File: config.mk
export PLATFORM = sky130hd
export DESIGN_NAME = cntr_req_sched
export DESIGN_NICKNAME = d
export VERILOG_FILES = /design/src/rtl/cntr_sched_pkg.sv /design/src/rtl/cntr_prio_enc.sv /design/src/rtl/cntr_req_sched.sv
export SDC_FILE = /design/constraint.sdc
export NUM_CORES = 1
export LEC_CHECK = 0
export ABC_AREA = 1
export CAP_MARGIN = 40
export CELL_PAD_IN_SITES_DETAIL_PLACEMENT = 1
export CELL_PAD_IN_SITES_GLOBAL_PLACEMENT = 1
export CORE_MARGIN = 1.5
export CORE_UTILIZATION = 35
export CTS_CLUSTER_DIAMETER = 50
export DETAILED_ROUTE_END_ITERATION = 6
export HOLD_SLACK_MARGIN = 0.12
export MAX_ROUTING_LAYER = met4
export PLACE_DENSITY = 0.81
export SYNTH_ARGS = -nofsm -noshare
export SYNTH_HDL_FRONTEND = slang
export SYNTH_SLANG_ARGS = --single-unit
File: constraint.sdc
create_clock -name SIM_CLK -period 2.2 [get_ports SIM_CLK]
set_input_delay 0.55 -clock SIM_CLK [delete_from_list [all_inputs] [get_ports SIM_CLK]]
set_output_delay 0.55 -clock SIM_CLK [all_outputs]
set_load 0.03 [all_outputs]
File: src/rtl/cntr_sched_pkg.sv
// Shared constants for the counter-request scheduler: sizing defaults, named cells, direction code.
// No logic, so no latency and no backpressure.
package cntr_sched_pkg;
    localparam int NCELLS_DFLT = 20;
    localparam int IDXW_DFLT   = 5;

    // Named counter cells; a lower index means a higher priority.
    localparam int CELL_OVCTR = 0;
    localparam int CELL_TIME2 = 1;
    localparam int CELL_TIME1 = 2;
    localparam int CELL_TIME3 = 3;
    localparam int CELL_TIME4 = 4;
    localparam int CELL_TIME5 = 5;
    localparam int CELL_TIME6 = 6;
    localparam int CELL_CDUX  = 7;
    localparam int CELL_CDUY  = 8;
    localparam int CELL_CDUZ  = 9;
    localparam int CELL_OPTY  = 10;
    localparam int CELL_OPTX  = 11;
    localparam int CELL_PIPAX = 12;
    localparam int CELL_PIPAY = 13;
    localparam int CELL_PIPAZ = 14;

    localparam logic DIR_PLUS  = 1'b0;
    localparam logic DIR_MINUS = 1'b1;
endpackage

File: src/rtl/cntr_prio_enc.sv
// Lowest-index-first priority encoder producing one-hot, binary index and valid.
// Purely combinational, zero latency; it has no flow control of its own.
module cntr_prio_enc
    import cntr_sched_pkg::*;
#(
    parameter int N = NCELLS_DFLT,
    parameter int W = IDXW_DFLT
) (
    input  logic [N-1:0] req,
    output logic [N-1:0] onehot,
    output logic [W-1:0] idx,
    output logic         vld
);
    // Walk from the top down so the last hit, the lowest index, wins.
    always_comb begin
        onehot = '0;
        idx    = '0;
        vld    = 1'b0;
        for (int i = N - 1; i >= 0; i--) begin
            if (req[i]) begin
                onehot    = '0;
                onehot[i] = 1'b1;
                idx       = W'(i);
                vld       = 1'b1;
            end
        end
    end
endmodule

File: src/rtl/cntr_req_sched.sv
// Latches PINC/MINC request edges per counter cell and grants the lowest pending cell once per MCT.
// The grant is registered on the clock that sees the T12 rise; STOP/GOJAM hold off grants, requests are never stalled.
module cntr_req_sched
    import cntr_sched_pkg::*;
#(
    parameter int NCELLS = NCELLS_DFLT,
    parameter int IDXW   = IDXW_DFLT
) (
    input  logic              SIM_CLK,
    input  logic              SIM_RST,
    input  logic              T12,
    input  logic              GOJAM,
    input  logic              STOP,
    input  logic [NCELLS-1:0] REQ_PLUS,
    input  logic [NCELLS-1:0] REQ_MINUS,
    output logic [NCELLS-1:0] CNT_GRANT,
    output logic [IDXW-1:0]   CNT_IDX,
    output logic              CNT_DIR,
    output logic              CNT_ACTIVE,
    output logic              PEND_ANY,
    output logic              CNT_LOST
);
    logic              t12_q;
    logic [NCELLS-1:0] req_p_q, req_m_q;
    logic [NCELLS-1:0] pend_p, pend_m;
    logic [NCELLS-1:0] grant;
    logic [IDXW-1:0]   grant_idx;
    logic              dir;
    logic              lost;

    logic              t12_rise;
    logic [NCELLS-1:0] rise_p, rise_m;
    logic [NCELLS-1:0] win_oh;
    logic [IDXW-1:0]   win_idx;
    logic              win_vld;
    logic              serve;
    logic [NCELLS-1:0] clr;
    logic [NCELLS-1:0] upd_p, upd_m, cancel;
    logic              lost_nxt;

    assign t12_rise = T12 & ~t12_q;
    assign rise_p   = REQ_PLUS & ~req_p_q;
    assign rise_m   = REQ_MINUS & ~req_m_q;

    cntr_prio_enc #(.N(NCELLS), .W(IDXW)) u_prio (
        .req    (pend_p | pend_m),
        .onehot (win_oh),
        .idx    (win_idx),
        .vld    (win_vld)
    );

    // The winner's bit clears before new rises are merged in, so a same-clock rise re-arms it.
    assign serve  = t12_rise & ~STOP & win_vld;
    assign clr    = serve ? win_oh : '0;
    assign upd_p  = (pend_p & ~clr) | rise_p;
    assign upd_m  = (pend_m & ~clr) | rise_m;
    assign cancel = upd_p & upd_m;

    // A repeated edge on an already-pending bit is dropped; cells that net to zero never report loss.
    assign lost_nxt = |(((rise_p & pend_p & ~clr) | (rise_m & pend_m & ~clr)) & ~cancel);

    always_ff @(posedge SIM_CLK) begin
        if (SIM_RST) begin
            t12_q     <= 1'b0;
            req_p_q   <= '0;
            req_m_q   <= '0;
            pend_p    <= '0;
            pend_m    <= '0;
            grant     <= '0;
            grant_idx <= '0;
            dir       <= DIR_PLUS;
            lost      <= 1'b0;
        end else begin
            t12_q   <= T12;
            req_p_q <= REQ_PLUS;
            req_m_q <= REQ_MINUS;
            if (GOJAM) begin
                pend_p    <= '0;
                pend_m    <= '0;
                grant     <= '0;
                grant_idx <= '0;
                dir       <= DIR_PLUS;
                lost      <= 1'b0;
            end else begin
                pend_p <= upd_p & ~cancel;
                pend_m <= upd_m & ~cancel;
                lost   <= lost_nxt;
                if (t12_rise) begin
                    if (serve) begin
                        grant     <= win_oh;
                        grant_idx <= win_idx;
                        dir       <= (|(pend_m & win_oh)) ? DIR_MINUS : DIR_PLUS;
                    end else begin
                        grant     <= '0;
                        grant_idx <= '0;
                        dir       <= DIR_PLUS;
                    end
                end
            end
        end
    end

    assign CNT_GRANT  = grant;
    assign CNT_IDX    = grant_idx;
    assign CNT_DIR    = dir;
    assign CNT_ACTIVE = |grant;
    assign PEND_ANY   = |(pend_p | pend_m);
    assign CNT_LOST   = lost;
endmodule

# Yosys cells after proc, flatten, opt, wreduce, memory -nomap -nowiden
# Cells that the tools add are included.
# classes
muxes	64
n_reduce_logical	5
bitwise	26
# ops
cell	count
$mux 20	21
$and 20x20->20	13
$mux 5	21
$not 20->20	4
$or 20x20->20	4
$reduce_or 20->1	4
$mux 1	22
$and 1x1->1	3
$not 1->1	2
$reduce_or 2->1	1
# totals
register_bits	108
word_cells	104
out_inout_bits	29

# Depth between registers and ports, before layout
# Gate-level depths: netlist (run 1).
# logic_depth
word_depth	30
ltp_mapped	18
depth_no_buf	18

# Cells and area by module
# From an unflattened synthesis (run 1), not the netlist that was laid out.
# unflattened
hier_cells	817
hier_area_um2	5375.2
# by_module_without_submodules
module	n_inst	cells_per_inst	area_per_inst_um2	seq_area_each_um2
cntr_req_sched	1	724	4914.7	2162.1
cntr_prio_enc	1	93	460.4	0.0

# Least setup slack after synthesis (run 1)
# OpenSTA, ideal clock, no wires.
# synth_path
kind	input to register
start	input port T12
end	register lost, in the netlist CNT_LOST
t_arrival_ns	2.035
required_time_ns	2.090
cell_stages	16
path_buffers	1
setup_slack_ns	0.055
cell_sequence	inv_1 nor2_1 inv_2 nor2_4 inv_1 nor2_2 buf_6 nand2_1 nand4_1 nand2_1 nor2_1 nand2_1 nor2_1 nand3_1 nand2_1 inv_1
# synth_via
elab_chain_cells	11
word_cells_on_any_way	16
# synth_rtl
element	line_no	source
from (decl)	cntr_req_sched.sv:11	input logic T12,
$and 1x1->1 (*)	cntr_req_sched.sv:41	assign t12_rise = T12 & ~t12_q;
$and 1x1->1 (*) (2 in series)	cntr_req_sched.sv:53	assign serve = t12_rise & ~STOP & win_vld;
$mux 20 (*)	cntr_req_sched.sv:54	assign clr = serve ? win_oh : '0;
$not 20->20 (*)	cntr_req_sched.sv:55, cntr_req_sched.sv:56, cntr_req_sched.sv:60	
$and 20x20->20, on equally long branches	cntr_req_sched.sv:55, cntr_req_sched.sv:56	
$or 20x20->20, on equally long branches	cntr_req_sched.sv:55, cntr_req_sched.sv:56	
$and 20x20->20	cntr_req_sched.sv:57	assign cancel = upd_p & upd_m;
$not 20->20	cntr_req_sched.sv:60	assign lost_nxt = |(((rise_p & pend_p & ~clr) | (rise_m & pend_m & ~clr)) & ~cancel);
$and 20x20->20 (*)	cntr_req_sched.sv:60	
$reduce_or 20->1 (*)	cntr_req_sched.sv:60	
to (signal assigned)	cntr_req_sched.sv:87	lost <= lost_nxt;
to (decl)	cntr_req_sched.sv:29	logic lost;
# Every way passes the cells marked *; elsewhere a longest branch is shown, timed or not.
# A chain may end at the register's enable or synchronous reset.

# Final worst setup path (run 1)
# layout_path
start	register pend_p[19]
end	register lost, in the netlist CNT_LOST
# layout_via
elab_chain_cells	30
word_cells_on_any_way	56
# layout_rtl
element	line_no	source
from (decl)	cntr_req_sched.sv:25	logic [NCELLS-1:0] pend_p, pend_m;
from (signal assigned)	cntr_req_sched.sv:85	pend_p <= upd_p & ~cancel;
$or 20x20->20	cntr_req_sched.sv:46	.req (pend_p | pend_m),
$mux 1 (20 in series)	cntr_prio_enc.sv:20	if (req[i]) begin
$and 1x1->1	cntr_req_sched.sv:53	
$mux 20	cntr_req_sched.sv:54	
$not 20->20	cntr_req_sched.sv:55, cntr_req_sched.sv:56, cntr_req_sched.sv:60	
$and 20x20->20, on equally long branches	cntr_req_sched.sv:55, cntr_req_sched.sv:56	
$or 20x20->20, on equally long branches	cntr_req_sched.sv:55, cntr_req_sched.sv:56	
$and 20x20->20	cntr_req_sched.sv:57	
$not 20->20	cntr_req_sched.sv:60	
$and 20x20->20 (*)	cntr_req_sched.sv:60	
$reduce_or 20->1 (*)	cntr_req_sched.sv:60	
# Marks and branches as above.

==> results of run 1 <==
==> cells in the mapped netlist, types with 5 or more instances <==
master / number
o21ai_0: 7
nand2_1: 169
o21ai_1: 5
nor4_1: 7
inv_1: 107
nor2_1: 142
nand4_1: 16
a21oi_1: 43
or2_2: 10
nand3_1: 41
dfxtp_1: 108
nor2_2: 11
nor3_1: 27
nand2_2: 12
clkbuf_1: 13
==> per-stage QoR <==
stage | hold WS, ps | cells
finish | 470 | 1179
global route | 512 | 1179
CTS | 470 | 1165
detailed placement | 459 | 1135
global placement | 455 | 1135
floorplan | 497 | 757
==> flip-flops by register name (all words and copies together) (netlist names) <==
register   count
pend_p        20
t12_q          1
CNT_GRANT     20
CNT_LOST       1
CNT_DIR        1
req_p_q       20
pend_m        20
req_m_q       20
CNT_IDX        5
==> power by group <==
group          leakage [nW]  switching (mW)  total [mW]  internal [mW]
registers             0.894          0.0450        2.07           2.02
clock network         0.152           0.784        1.73          0.948
logic                  2.80           0.749        1.30          0.550
total                  3.84            1.58        5.10           3.52
==> area by class of cell <==
class	instances	area (sq um)	share of cell area
Multi-Input combinational cell	527	2910	0.359
Sequential cell	108	2190	0.270
Timing Repair Buffer	239	2060	0.254
Inverter	109	412	0.0508
Clock buffer	11	253	0.0312
Tap cell	180	225	0.0278
Clock inverter	5	60.1	0.00741
==> kinds of logic (layout without fill, tap and decap cells) <==
family	count (synthesis)	count (layout)	share of synthesized area
AOI/OAI and AO/OA	68	68	0.0734
buffers and inverters	123	364	0.0921
DFF	108	108	0.424
and+or+nand+nor	458	459	0.410
==> worst max-delay path, delay by kind of cell (launching register included) <==
kind | cells | cell delay [ps]
compound gates | 1 | 210
buf+inv | 3 | 330
flops | 1 | 340
simple gates | 13 | 1590
==> metal layers <==
metal | share of wire | track usage | routed length [microns]
met1 | 0.39 | 0.310 | 9530
met2 | 0.48 | 0.493 | 12000
met3 | 0.065 | 0.0632 | 1600
met4 | 0.065 | 0.122 | 1610
met5 | 0 | - | 0
==> worst paths after layout <==
kind	start	depth (start not counted)	end	slack [ps]
hold / removal	CNT_IDX[4]$_SDFFE_PP0P_	2	CNT_IDX[4]$_SDFFE_PP0P_	470
setup / recovery	pend_p[19]$_SDFF_PP0_	17	CNT_LOST$_SDFF_PP0_	-360
setup reg to reg	pend_p[19]$_SDFF_PP0_	17	CNT_LOST$_SDFF_PP0_	-360
hold reg to reg	CNT_IDX[4]$_SDFFE_PP0P_	2	CNT_IDX[4]$_SDFFE_PP0P_	470
==> repair_timing <==
action / 4_1_cts / 5_1_grt
pin swaps: 35 / 55
endpoints found under the setup margin: 13 / 21
resized for setup: 65 / 92
gates cloned: 0 / 1
buffers inserted: 16 / 15
endpoints found under the hold margin: 0 / 0
==> flow_summary.html, run 1 <==
<table>
<tr><th>Metric</th><th>Value</th></tr>
<tr><th colspan="2">Outcome</th></tr>
<tr><td>Result of the run</td><td>finished with violations</td></tr>
<tr><td>Violations in the final reports</td><td>negative setup slack</td></tr>
<tr><th colspan="2">Synthesis</th></tr>
<tr><td>Dominant register cell in the synthesized netlist</td><td>dfxtp_1</td></tr>
<tr><td>Gate count after technology mapping</td><td>757</td></tr>
<tr><td>Synthesized area divided by synthesized cell count</td><td>6.73 sq um</td></tr>
<tr><td>EDFF count, synth</td><td>0</td></tr>
<tr><td>Portion of the post-synthesis area used by sequential elements</td><td>0.424</td></tr>
<tr><td>Number of unique standard cell types used by synthesis</td><td>37</td></tr>
<tr><td>Proportion of register bits with asynchronous set or reset after synthesis</td><td>0</td></tr>
<tr><td>Number of flip-flops and latches in the synthesized netlist</td><td>108</td></tr>
<tr><td>Cell type with the largest total area after synthesis</td><td>dfxtp_1</td></tr>
<tr><td>Yosys warnings</td><td>0</td></tr>
<tr><td>Post-Syn Nets</td><td>802</td></tr>
<tr><td>Post-synthesis instance area</td><td>0.00509 sq mm</td></tr>
<tr><td>Fraction of synthesized cell area taken by the top area cell type</td><td>0.424</td></tr>
<tr><td>Top cells by area in the synthesized netlist</td><td>dfxtp_1, nand2_1, nor2_1</td></tr>
<tr><th colspan="2">Finish</th></tr>
<tr><td>Fraction of layout cells with a size suffix above 1</td><td>0.337</td></tr>
<tr><td>Leading cell type in the layout, fill and taps excluded</td><td>buf_4</td></tr>
<tr><td>Most frequent cells in the layout</td><td>buf_4, nand2_1, nor2_1</td></tr>
<tr><td>Layout Area Growth over Synthesis</td><td>59.1%</td></tr>
<tr><td>Final antenna diode count</td><td>0</td></tr>
<tr><td>Post-route design area</td><td>0.00811 sq mm</td></tr>
<tr><td>Number of inserted filler cells in the final layout</td><td>1,770</td></tr>
<tr><td>Utilization after layout</td><td>0.577</td></tr>
<tr><td>Fin nets</td><td>1,039</td></tr>
<tr><th colspan="2">Floorplanning</th></tr>
<tr><td>Area of the die</td><td>0.0153 sq mm</td></tr>
<tr><td>Height of the chip</td><td>124 microns</td></tr>
<tr><td>Starting Density</td><td>0.363</td></tr>
<tr><td>Horizontal die dimension</td><td>124 microns</td></tr>
<tr><td>Standard-cell row count</td><td>43</td></tr>
<tr><td>I/O pin count</td><td>74</td></tr>
<tr><td>CORE AREA</td><td>0.0140 sq mm</td></tr>
<tr><th colspan="2">CTS</th></tr>
<tr><td>Sink Count</td><td>108</td></tr>
<tr><td>Number of hold buffers added after cts</td><td>0</td></tr>
<tr><td>Clock Pin Slew Worst Setup and Hold Paths</td><td>80 ps</td></tr>
<tr><td>Clock Tree Buf Depth</td><td>2</td></tr>
<tr><td>TritonCTS Buffers</td><td>9</td></tr>
<tr><td>Skew-Pair Late Insertion Delay</td><td>370 ps</td></tr>
<tr><td>TritonCTS clock tree</td><td>done</td></tr>
<tr><td>Clock root buffer</td><td>clkbuf_16</td></tr>
<tr><td>Max H-tree Level</td><td>3</td></tr>
<tr><th colspan="2">Global route</th></tr>
<tr><td>Initial antenna violation count</td><td>0</td></tr>
<tr><td>Vias in the first global route</td><td>6,396</td></tr>
<tr><td>Overall global routing resource usage</td><td>0.283</td></tr>
<tr><td>Grt total ovfl</td><td>0</td></tr>
<tr><td>Maximum number of pins on one net before global-route repair</td><td>42</td></tr>
<tr><td>Wire length of the first global-routing pass</td><td>32,100 microns</td></tr>
<tr><th colspan="2">Route</th></tr>
<tr><td>Count of TritonRoute iterations in the first routing pass</td><td>5</td></tr>
<tr><td>Number of routed nets with antenna violations</td><td>0</td></tr>
<tr><td>Detailed Route Iter0 Violations</td><td>599</td></tr>
<tr><td>Wirelength per Cell</td><td>21.0 microns</td></tr>
<tr><td>Remaining routing DRC violations</td><td>0</td></tr>
<tr><td>Total length of routed wires</td><td>24,700 microns</td></tr>
<tr><td>Number of vias in the routed layout</td><td>6,389</td></tr>
<tr><td>Vias/cell</td><td>5.42</td></tr>
<tr><th colspan="2">Worst hold path</th></tr>
<tr><td>Worst hold-check path type</td><td>reg2reg</td></tr>
<tr><th colspan="2">Setup path</th></tr>
<tr><td>Crit path cell chain</td><td>nor2_2 -&gt; nand2_2 -&gt; nor2_4 -&gt; inv_1 -&gt; nor2_4 -&gt; nand2_4 -&gt; buf_6 -&gt; nand3_4 -&gt; nand2_1 -&gt; nand2_1 -&gt; nand2_1 -&gt; a21oi_2 -&gt; nand2_2 -&gt; nor2_4 -&gt; nand3_2 -&gt; nand2_2 -&gt; inv_2</td></tr>
<tr><td>Required time at the endpoint of the critical path</td><td>2480 ps</td></tr>
<tr><td>Slowest library cell on the worst path</td><td>dfxtp_1</td></tr>
<tr><td>Arrival time of the worst setup path</td><td>2840 ps</td></tr>
<tr><td>Crit Path Class</td><td>reg2reg</td></tr>
<tr><td>Type of origin of the critical path</td><td>flip-flop</td></tr>
<tr><td>Crit-path max FO</td><td>5</td></tr>
<tr><td>Critical path endpoint category</td><td>flip-flop</td></tr>
<tr><td>Max stage delay on crit path</td><td>340 ps</td></tr>
<tr><th colspan="2">Timing</th></tr>
<tr><td>Final Cycle Share</td><td>1.17</td></tr>
<tr><td>Relative max-transition margin</td><td>0.617</td></tr>
<tr><td>Slew Limit Fails</td><td>0</td></tr>
<tr><td>Final critical delay including setup and external delays</td><td>2560 ps</td></tr>
<tr><td>Maximum clock frequency</td><td>390 MHz</td></tr>
<tr><td>RSZ-0062 raised after global routing</td><td>true</td></tr>
<tr><td>Final Hold Viols</td><td>0</td></tr>
<tr><td>Finish-stage setup viols</td><td>9</td></tr>
<tr><td>Final Skew</td><td>17.8 ps</td></tr>
<tr><td>Worst Max-Slew Pin Slew</td><td>570 ps</td></tr>
<tr><td>Slack of the critical path</td><td>-365 ps</td></tr>
<tr><td>Setup Total Neg Slack</td><td>-850 ps</td></tr>
<tr><th colspan="2">Placement</th></tr>
<tr><td>Routability cong.</td><td>0.828</td></tr>
<tr><td>Area post-placement</td><td>0.00705 sq mm</td></tr>
<tr><td>Pre-CTS WS</td><td>-571 ps</td></tr>
<tr><td>Count of buffers inserted at the top-level ports</td><td>73</td></tr>
<tr><td>Estimated wirelength of the detail-placed design</td><td>13,100 microns</td></tr>
<tr><th colspan="2">Run</th></tr>
<tr><td>Max Cap Viol</td><td>0</td></tr>
<tr><th colspan="2">Power</th></tr>
<tr><td>Power per Cell Area</td><td>629 mW/mm^2</td></tr>
<tr><td>Total design power</td><td>5.10 mW</td></tr>
<tr><td>VDD IR-drop max</td><td>492 uV</td></tr>
<tr><td>Leak Pwr</td><td>3.84 nW</td></tr>
</table>
No activity file was read; power rests on OpenSTA's default activity.
==> run 2, diff against run 1 <==
- MAX_ROUTING_LAYER: met4 -> default
==> flow_summary.html, run 2 (synthesized netlist as in run 1, its figures left out) <==
<table>
<tr><th>Metric</th><th>Value</th></tr>
<tr><th colspan="2">Timing</th></tr>
<tr><td>RSZ-0062 raised after global routing</td><td>true</td></tr>
<tr><td>Slack of the critical path</td><td>-228 ps</td></tr>
<tr><td>Final Skew</td><td>18.3 ps</td></tr>
<tr><td>Final critical delay including setup and external delays</td><td>2430 ps</td></tr>
<tr><td>Relative max-transition margin</td><td>0.628</td></tr>
<tr><td>Final Cycle Share</td><td>1.10</td></tr>
<tr><td>Maximum clock frequency</td><td>412 MHz</td></tr>
<tr><td>Slew Limit Fails</td><td>0</td></tr>
<tr><td>Final Hold Viols</td><td>0</td></tr>
<tr><td>Finish-stage setup viols</td><td>7</td></tr>
<tr><td>Worst Max-Slew Pin Slew</td><td>554 ps</td></tr>
<tr><th colspan="2">CTS</th></tr>
<tr><td>Skew-Pair Late Insertion Delay</td><td>370 ps</td></tr>
<tr><td>Max H-tree Level</td><td>3</td></tr>
<tr><td>TritonCTS Buffers</td><td>9</td></tr>
<tr><td>Clock Pin Slew Worst Setup and Hold Paths</td><td>80 ps</td></tr>
<tr><td>TritonCTS clock tree</td><td>done</td></tr>
<tr><td>Clock root buffer</td><td>clkbuf_16</td></tr>
<tr><td>Clock Tree Buf Depth</td><td>2</td></tr>
<tr><td>Sink Count</td><td>108</td></tr>
<tr><th colspan="2">Finish</th></tr>
<tr><td>Utilization after layout</td><td>0.576</td></tr>
<tr><td>Fraction of layout cells with a size suffix above 1</td><td>0.333</td></tr>
<tr><td>Layout Area Growth over Synthesis</td><td>58.7%</td></tr>
<tr><td>Most frequent cells in the layout</td><td>buf_4, nand2_1, nor2_1</td></tr>
<tr><td>Final antenna diode count</td><td>0</td></tr>
<tr><td>Post-route design area</td><td>0.00809 sq mm</td></tr>
<tr><td>Leading cell type in the layout, fill and taps excluded</td><td>buf_4</td></tr>
<tr><td>Post-route insts no fill</td><td>1,178</td></tr>
<tr><td>Fin nets</td><td>1,038</td></tr>
<tr><th colspan="2">Global route</th></tr>
<tr><td>Maximum number of pins on one net before global-route repair</td><td>42</td></tr>
<tr><td>Vias in the first global route</td><td>6,403</td></tr>
<tr><td>Overall global routing resource usage</td><td>0.275</td></tr>
<tr><td>Wire length of the first global-routing pass</td><td>32,100 microns</td></tr>
<tr><td>Grt total ovfl</td><td>0</td></tr>
<tr><td>Initial antenna violation count</td><td>0</td></tr>
<tr><th colspan="2">Floorplanning</th></tr>
<tr><td>Standard-cell row count</td><td>43</td></tr>
<tr><td>Horizontal die dimension</td><td>124 microns</td></tr>
<tr><td>Starting Density</td><td>0.363</td></tr>
<tr><td>I/O pin count</td><td>74</td></tr>
<tr><td>CORE AREA</td><td>0.0140 sq mm</td></tr>
<tr><td>Area of the die</td><td>0.0153 sq mm</td></tr>
<tr><td>Height of the chip</td><td>124 microns</td></tr>
<tr><th colspan="2">Setup path</th></tr>
<tr><td>Crit Path Class</td><td>reg2reg</td></tr>
<tr><td>Crit path cell chain</td><td>nor2_2 -&gt; nand2_2 -&gt; nor2_4 -&gt; nand3_4 -&gt; nor2_4 -&gt; nor2_4 -&gt; buf_8 -&gt; buf_6 -&gt; nand2_4 -&gt; nand2_1 -&gt; nand2_1 -&gt; nand2_1 -&gt; nand2_1 -&gt; nand3_2 -&gt; nor2_4 -&gt; nand3_2 -&gt; nand2_2 -&gt; inv_2</td></tr>
<tr><td>Cell class contributing the biggest share of worst-path delay</td><td>simple AND/OR/NAND/NOR gates</td></tr>
<tr><td>Crit path buffers/inverters</td><td>3</td></tr>
<tr><td>Type of origin of the critical path</td><td>flip-flop</td></tr>
<tr><td>Slowest library cell on the worst path</td><td>dfxtp_1</td></tr>
<tr><td>Arrival time of the worst setup path</td><td>2700 ps</td></tr>
<tr><td>Critical path endpoint category</td><td>flip-flop</td></tr>
<tr><td>Max stage delay on crit path</td><td>340 ps</td></tr>
<tr><td>Required time at the endpoint of the critical path</td><td>2480 ps</td></tr>
<tr><td>Crit-path max FO</td><td>6</td></tr>
<tr><th colspan="2">Run</th></tr>
<tr><td>Max Cap Viol</td><td>0</td></tr>
<tr><th colspan="2">Route</th></tr>
<tr><td>Number of vias in the routed layout</td><td>6,338</td></tr>
<tr><td>Detailed Route Iter0 Violations</td><td>449</td></tr>
<tr><td>Remaining routing DRC violations</td><td>0</td></tr>
<tr><td>Total length of routed wires</td><td>24,100 microns</td></tr>
<tr><td>Number of routed nets with antenna violations</td><td>0</td></tr>
<tr><td>Vias/cell</td><td>5.38</td></tr>
<tr><td>Count of TritonRoute iterations in the first routing pass</td><td>5</td></tr>
<tr><td>Wirelength per Cell</td><td>20.5 microns</td></tr>
<tr><th colspan="2">Outcome</th></tr>
<tr><td>Result of the run</td><td>finished with violations</td></tr>
<tr><td>Violations in the final reports</td><td>negative setup slack</td></tr>
<tr><th colspan="2">Placement</th></tr>
<tr><td>Area post-placement</td><td>0.00705 sq mm</td></tr>
<tr><td>Placed insts</td><td>1,135</td></tr>
<tr><td>Routability cong.</td><td>0.816</td></tr>
<tr><td>Count of buffers inserted at the top-level ports</td><td>73</td></tr>
<tr><td>Estimated wirelength of the detail-placed design</td><td>13,100 microns</td></tr>
<tr><th colspan="2">Power</th></tr>
<tr><td>Power per Cell Area</td><td>629 mW/mm^2</td></tr>
<tr><td>VDD IR-drop max</td><td>463 uV</td></tr>
<tr><td>Leak Pwr</td><td>3.84 nW</td></tr>
<tr><td>Total design power</td><td>5.09 mW</td></tr>
<tr><th colspan="2">Worst hold path</th></tr>
<tr><td>Worst hold-check path type</td><td>reg2reg</td></tr>
</table>
==> run 2: cell count changes in the layout (fill, tap and decap cells not counted) <==
cell | before | now
nand2_1 | 143 | 146
nand2_2 | 32 | 29
buf_4 | 151 | 150
nor2_1 | 115 | 116
nor2_2 | 21 | 20
==> run 2: area by class of cell <==
type                    instances  area (sq um)
inverters                     109           412
well taps                     180           225
multi-input cells             527          2900
repair buffers                238          2050
clock inverters                 5          60.1
clock buffers                  11           253
fillers                      1766          5950
flip-flops and latches        108          2190
==> run 2: metal layers <==
layer | routed length, microns | up-vias | track usage
met5 | 0 | - | 0.00694
met4 | 1540 | 0 | 0.124
met3 | 1460 | 114 | 0.0682
met2 | 11800 | 314 | 0.492
met1 | 9330 | 3061 | 0.307
li1 | - | 2849 | -
==> run 2: tightest hold or removal path: stages, from the launching register on <==
cell	delay (ps)
dfxtp_1	310
nand2_1	60
a21oi_1	60
==> run 2: through the flow <==
stage	setup WS (ps)	hold WS, ps	setup TNS, ps
after global routing	-298	512	-1210
after CTS	-46.9	470	-95.8
after detailed placement	-571	459	-8370
after global placement	-476	455	-4290
after floorplan	54.7	497	0
final	-228	471	-601
==> run 2: what timing repair did <==
item	in CTS	in global routing
gates resized for setup	65	88
pin swaps	35	53
hold buffers	0	0
setup endpoints to repair	13	21
gates cloned	0	1
buffers inserted	16	13
==> run 2: path summary, 6_finish.rpt <==
path,startpoint,depth (start not counted),endpoint,slack [ps]
min reg2reg,CNT_IDX[4]$_SDFFE_PP0P_,2,CNT_IDX[4]$_SDFFE_PP0P_,470
min,CNT_IDX[4]$_SDFFE_PP0P_,2,CNT_IDX[4]$_SDFFE_PP0P_,470
max reg2reg,pend_p[19]$_SDFF_PP0_,18,CNT_LOST$_SDFF_PP0_,-230
max,pend_p[19]$_SDFF_PP0_,18,CNT_LOST$_SDFF_PP0_,-230
==> run 2: power by group <==
group	internal [mW]	leakage, nW	switching, mW
clock network	0.948	0.152	0.785
logic	0.548	2.79	0.737
registers	2.02	0.894	0.0453
==> run 3, diff against run 2 <==
- GPL_ROUTABILITY_DRIVEN: default -> 0
==> results of run 3 <==
Same layout as run 2: the final DEF is identical, and so are final timing and power.
